File: src/rtl/run_sequencer.sv
// Program-level sequencer for the EnDMe core: launches a ROM program, gates the core
// while it runs, catches HALT or runaway programs, and arbitrates data_mem host/core.
module run_sequencer #(
  parameter logic [15:0] PROG0_ADDR = 16'd0,
  parameter logic [15:0] PROG1_ADDR = 16'd128,
  parameter logic [15:0] PROG2_ADDR = 16'd256,
  parameter logic [15:0] MAX_CYCLES = 16'd4000,
  parameter int          DATA_W     = 8,
  parameter int          ADDR_W     = 8
) (
  input  logic              CLK,
  input  logic              RESET,
  input  logic              start_req,
  input  logic [1:0]        prog_sel,
  input  logic              halt_instr,
  input  logic              host_wr_en,
  input  logic [ADDR_W-1:0] host_addr,
  input  logic [DATA_W-1:0] host_wdata,
  output logic [DATA_W-1:0] host_rdata,
  output logic              host_gnt,
  input  logic              core_wr_en,
  input  logic [ADDR_W-1:0] core_addr,
  input  logic [DATA_W-1:0] core_wdata,
  output logic [DATA_W-1:0] core_rdata,
  output logic              dmem_wr,
  output logic [ADDR_W-1:0] dmem_addr,
  output logic [DATA_W-1:0] dmem_wdata,
  input  logic [DATA_W-1:0] dmem_rdata,
  output logic              pc_load,
  output logic [15:0]       pc_start_addr,
  output logic              core_en,
  output logic              busy,
  output logic              done,
  output logic              timeout_err,
  output logic [15:0]       cycle_count
);

  typedef enum logic [2:0] {IDLE, LAUNCH, RUN, DONE, ERR} state_t;

  state_t state, state_nxt;
  logic   launch_ok;
  logic   at_limit;

  assign launch_ok = start_req && (prog_sel != 2'd3);
  assign at_limit  = (cycle_count == MAX_CYCLES - 16'd1);

  always_ff @(posedge CLK) begin
    if (!RESET) begin
      state         <= IDLE;
      cycle_count   <= '0;
      pc_start_addr <= '0;
    end else begin
      state <= state_nxt;
      if (state == IDLE && launch_ok) begin
        unique case (prog_sel)
          2'd0:    pc_start_addr <= PROG0_ADDR;
          2'd1:    pc_start_addr <= PROG1_ADDR;
          default: pc_start_addr <= PROG2_ADDR;
        endcase
      end
      if (state == LAUNCH)
        cycle_count <= '0;
      else if (state == RUN && cycle_count != 16'hFFFF)
        cycle_count <= cycle_count + 16'd1;
    end
  end

  always_comb begin
    state_nxt   = state;
    pc_load     = 1'b0;
    core_en     = 1'b0;
    busy        = 1'b0;
    done        = 1'b0;
    timeout_err = 1'b0;
    host_gnt    = 1'b1;
    unique case (state)
      IDLE:   if (launch_ok) state_nxt = LAUNCH;
      LAUNCH: begin
        pc_load   = 1'b1;
        busy      = 1'b1;
        host_gnt  = 1'b0;
        state_nxt = RUN;
      end
      RUN: begin
        core_en  = 1'b1;
        busy     = 1'b1;
        host_gnt = 1'b0;
        // HALT takes priority over a timeout landing on the same cycle
        if (halt_instr)    state_nxt = DONE;
        else if (at_limit) state_nxt = ERR;
      end
      DONE: begin
        done = 1'b1;
        if (!start_req) state_nxt = IDLE;
      end
      ERR: begin
        timeout_err = 1'b1;
        if (!start_req) state_nxt = IDLE;
      end
      default: state_nxt = IDLE;
    endcase
  end

  // Host writes while the core owns memory are dropped, not queued
  always_comb begin
    if (host_gnt) begin
      dmem_addr  = host_addr;
      dmem_wdata = host_wdata;
      dmem_wr    = host_wr_en;
      host_rdata = dmem_rdata;
      core_rdata = '0;
    end else begin
      dmem_addr  = core_addr;
      dmem_wdata = core_wdata;
      dmem_wr    = core_wr_en & core_en;
      host_rdata = '0;
      core_rdata = dmem_rdata;
    end
  end

endmodule

File: config.mk
export PLATFORM = sky130hd
export DESIGN_NAME = run_sequencer
export DESIGN_NICKNAME = d
export VERILOG_FILES = /design/src/rtl/run_sequencer.sv
export SDC_FILE = /design/constraint.sdc
export NUM_CORES = 1
export LEC_CHECK = 0
export CAP_MARGIN = 20
export CORE_AREA = 2 2 76 78
export CTS_CLUSTER_DIAMETER = 100
export DETAILED_ROUTE_END_ITERATION = 7
export DIE_AREA = 0 0 78 80
export PLACE_DENSITY = 0.86
export SETUP_SLACK_MARGIN = 0.5
export SLEW_MARGIN = 20
export SYNTH_ARGS = -nofsm -noshare
export SYNTH_HDL_FRONTEND = slang
export SYNTH_SLANG_ARGS = --single-unit
export TNS_END_PERCENT = 30
File: constraint.sdc
create_clock -name CLK -period 1.95 [get_ports CLK]
set_clock_uncertainty 0.1 [all_clocks]
set_input_delay 0.585 -clock CLK [delete_from_list [all_inputs] [get_ports CLK]]
set_output_delay 0.585 -clock CLK [all_outputs]
set_load 0.05 [all_outputs]
# After elaboration in Yosys (flattened, before gate mapping)
# Cells that the tools add are included.
[word_totals] regBits=35 in_bits=48 output_inout_bits=71 elab_cells=43
[classes] n_addsub=1 n_eq_ne=11 mux=17 n_bitwise=2 n_reduce_logical=9
[op_table] operator="$mux 8" count=4
[op_table] operator="$pmux 9 s2" count=1
[op_table] operator="$add 16x1->16 const B" count=1
[op_table] operator="$eq 16x12->1 const B" count=1
[op_table] operator="$ne 16x16->1 const B" count=1
[op_table] operator="$mux 3" count=4
[op_table] operator="$pmux 3 s4" count=1
[op_table] operator="$mux 1" count=7
[op_table] operator="$eq 3x2->1 const B" count=2
[op_table] operator="$ne 2x2->1 const B" count=3
[op_table] operator="$reduce_or 2->1" count=3
[op_table] operator="$eq 3x1->1 const B" count=1
[op_table] operator="$eq 3x3->1 const B" count=1
[op_table] operator="$logic_and 1x1->1" count=3
[op_table] operator="$logic_not 3->1" count=1
[op_table] operator="$ne 3x3->1 const B" count=1
[op_table] operator="$reduce_and 3->1" count=1
[op_table] operator="$eq 2x1->1 const B" count=1
[op_table] operator="$logic_not 2->1" count=1
[op_table] operator="$and 1x1->1" count=1
[op_table] operator="$not 1->1" count=1

# Depth between registers and ports, before layout
[depth] depth_word=4 depth_mapped=7 mapped_depth_nobuf=6

# Worst setup path before layout
# No wires, ideal clock.
[synth_path] path_type="register to output" start="register state[0]" end="output port core_rdata[0]" arrival_ns=2.260 required_ns=1.265 slack_ns=-0.995 path_stages_with_launch=5 n_path_buf=1 cell_sequence="dfxtp_1 nor3b_2 nor2_4 buf_2 nor2b_1"
[synth_via] elab_chain_len=3 word_cells_on_any_way=4 cone_classes="eq/ne: 2; mux: 1; reduce/logical: 1"
[synth_lines] element="start, declared" line_no="40" text="state_t state, state_nxt;"
[synth_lines] element="start signal, assigned" line_no="53" text="state <= state_nxt;"
[synth_lines] element="$eq 3x1->1 or $eq 3x2->1 (tied branches)" line_no="76" text="unique case (state)"
[synth_lines] element="$reduce_or 2->1 (no source line) *"
[synth_lines] element="$mux 8 *" line_no="106" text="if (host_gnt) begin"
[synth_lines] element="end, declared" line_no="24" text="output logic [DATA_W-1:0] core_rdata,"
# Mark *: on every way between the ends. The rest lies on a longest branch, timed or not.

# Worst setup path after layout
[layout_path] start="register state[2]" end="output port dmem_wdata[1]"
[layout_via] elab_chain_len=3 word_cells_on_any_way=4 cone_classes="eq/ne: 2; mux: 1; reduce/logical: 1"
[layout_lines] element="$eq 3x1->1 or $eq 3x2->1 (tied branches)" line_no="76"
[layout_lines] element="$reduce_or 2->1 (no source line) *"
[layout_lines] element="$mux 8 *" line_no="106"
[layout_lines] element="end, declared" line_no="27" text="output logic [DATA_W-1:0] dmem_wdata,"
# Marks and branches as above.

==> key figures <==
Global routing
  – GR Util All Layers: 18.2%
  – Largest net degree at the start of global routing: 20
  – First-pass GRT wire length: between 9000 and 10000 um
  – Vias in the first global route: 1868
  – Grt ovf: 0
  – Initial antenna violation count: 0

Die
  – Core area: approximately 5400 um2
  – Die W: 78 um
  – Starting Density: between 20% and 30%
  – Die ar.: approximately 6200 um2
  – Vert. Die Dim: ~80 um
  – IO Pins: 119
  – Row Count: 27

Yosys
  – Yosys cell types: 48
  – Post-Syn Area: 1620 um2
  – Top_reg_cell synth: dfxtp_1
  – Mean Syn Cell Area: 8.38 um2
  – Sequential share of the synthesized area: 26.0%
  – Share of the synthesized area in the top cell type: 26.0%
  – Synth Register Bits: 21
  – Gate Count Post-Synth: 193
  – Yosys top cell by area: dfxtp_1
  – Post-synth ARST share: 0%
  – Top cells by area, synth: dfxtp_1, mux2_2, buf_4, a21oi_1, or3_1
  – EDFF count, synth: 0
  – Synth Warn #: 0

STA
  – PnR worst setup slack: -364 ps
  – Setup Viol. Count Final: 36
  – Final Critical Period: 2310 ps
  – Final setup TNS: -11130 ps
  – Fmax: 432 MHz
  – Fin. max-slew vios: 0
  – Final Hold Fails: 0
  – Final worst-path cycle share: 119%
  – RSZ-0062 raised after global routing: yes

CTS
  – CTS Buf Count: 3
  – Max clock buf depth: 2
  – Clk slew on worst S/H paths: around 80 ps
  – Worst-Skew Late Latency: between 200 and 300 ps
  – CTS tree: done
  – H-tree levels: 1
  – Clock sinks: 21
  – Root buffer cell: clkbuf_8
  – Postcts setup bufs: 0

Critical path
  – Req. time, crit path: 1260 ps
  – RR Startpoint: state[2]
  – Critical path peak fanout: 19
  – Crit path capture type: output pin
  – Data arrival, critical path: around 1600 ps
  – CP startpoint kind: flip-flop
  – Setup CP Type: flip-flop to output pin
  – Origin of the worst setup path: state[2]

Placed design
  – Dpl hpwl: 4670 um
  – Final GP Congestion: 0.850
  – Placed Area: 3350 um2
  – Port buffer count: between 100 and 150

Worst hold path
  – HP Class: flip-flop to flip-flop
  – Hold Path Origin: cycle_count[13]

Detailed routing
  – Routed wl met2: 3340 um
  – DRT met1 WL: 2220 um
  – Pre-antenna DRT Iters: 4
  – Final WL: 6040 um
  – Vias: roughly 2000
  – First DRT Iteration DRCs: 47
  – DR DRC count: 0
  – Post-route ant nets: 0
  – WL per Instance: 15.7 um
  – Via/cell ratio: about 5
  – Metal3 WL: 458 um
  – Top layer in use: met4

Cells and area
  – Filler cell count: 398
  – Share of cells above drive strength 1: 52.2%
  – Area growth from synthesis to layout: 124%
  – Ant diodes: 0
  – Final instance area: approximately 3600 um2
  – NumNets Final: 362

Pwr
  – Worst vdd ir: 0.000868 V
  – Leakage: 1.49 nW
  – PD cells: ~1400 nW/um2

Status
  – Outcome: complete, but fails checks
  – Violated checks: negative setup slack

Flow run
  – Max_cap viols: 0
cells in the final DEF (no fill, tap or decap), types with 2 or more instances in the layout:
cell type and n:
or4_1 4, o211ai_1 2, clkdlybuf4s50_1 43, conb_1 14, mux2_4 15, dfxtp_2 8, o221a_2 2, inv_1 3
and4_1 4, a21oi_1 14, and4_4 2, and3_1 4, nor2_2 2, nand2_2 2, nor3b_4 2, buf_8 4
clkbuf_8 3, dlygate4sd2_1 4, nor2b_4 8, nand2_1 10, o21a_1 3, o31ai_1 6, a21oi_2 2, buf_12 45
buf_4 14, nand4_1 6, buf_6 14, or3_1 8, nor3_1 2, and2_4 8, o21ai_0 9, nor2_1 3
nand3_1 3, dfxtp_4 13
synth_stat cells, types with 2 or more instances:
library cell,number
nor3_1,3
and2_1,8
buf_6,2
o21a_1,3
or4_1,5
or3_1,9
dfxtp_1,21
buf_4,15
o221a_2,2
nand3_1,4
nor2b_1,8
nor2_1,5
and4_1,5
o211ai_1,2
o31ai_1,6
a21oi_1,16
buf_2,3
o21ai_0,9
mux2_2,15
clkbuf_1,2
nand4_1,6
nand2_1,11
and3_1,5
inv_1,4
kinds of logic after synthesis:
logic type	Yosys count	share of synthesized area, %
adders and majority gates	1	0.773
buffers and inverters	27	11.1
muxes	16	11.1
and+or+nand+nor	80	31.6
AOI/OAI and AO/OA	47	19.3
other	1	0.232
DFF	21	26.0
critical path, stage by stage, from the launching register on:
cell and delay [ps]:
dfxtp_4 380, nor2_2 50, nand2_2 90, inv_4 40
nor2_4 90, buf_12 190, mux2_2 370, buf_6 160
layer usage:
metal  GRT usage, %  up-vias
met5              0        -
met4           2.63        0
met3           3.39        2
met2           37.4       84
met1           19.4      941
li1               -      935
sequential cells by signal, summed over array words and instances (netlist names):
name           cells
cycle_count       16
pc_start_addr      2
state              3
through the flow:
step / std cells / total power, mW / hold slack (ps) / setup slack [ps] / utilization, %
CTS: 384 / 5.00 / 435 / -401 / 65.9
floorplan: 206 / 2.99 / 366 / -451 / -
finish: 384 / 5.05 / 437 / -364 / 66.9
global placement: 380 / 4.52 / 417 / -186 / 62.0
global route: 384 / 5.22 / 458 / -405 / 66.9
detailed placement: 380 / 4.59 / 430 / -201 / 62.0
worst paths after layout:
| check | end | cells after the start | slack, ps |
|---|---|---|---|
| min reg2reg | cycle_count[13] | 2 | 440 |
| min | cycle_count[13] | 2 | 440 |
| max | dmem_wdata[1] | 7 | -360 |
| max reg2reg | cycle_count[15] | 7 | 120 |
report_power, final:
| part | internal [mW] | switching, mW |
|---|---|---|
| clock | 0.143 | 0.153 |
| sequential | 0.458 | 0.0435 |
| combinational | 1.97 | 2.28 |
| total | 2.57 | 2.48 |
final cells by class:
cell class | instances | area, um2 | share of cell area, %
clock inverters | 1 | 5.00 | 0.138
repair buffers | 124 | 1690 | 46.7
inverters | 5 | 25.0 | 0.692
clock buffers | 3 | 41.3 | 1.14
multi-input cells | 158 | 1290 | 35.6
flip-flops and latches | 21 | 479 | 13.2
well taps | 72 | 90.1 | 2.49
timing repair:
item,4_1_cts,5_1_grt
resized for setup,66,14
hold buffers,0,0
setup endpoints to repair,78,76
pin swaps,17,13
Power figures use the tool's default switching activity.
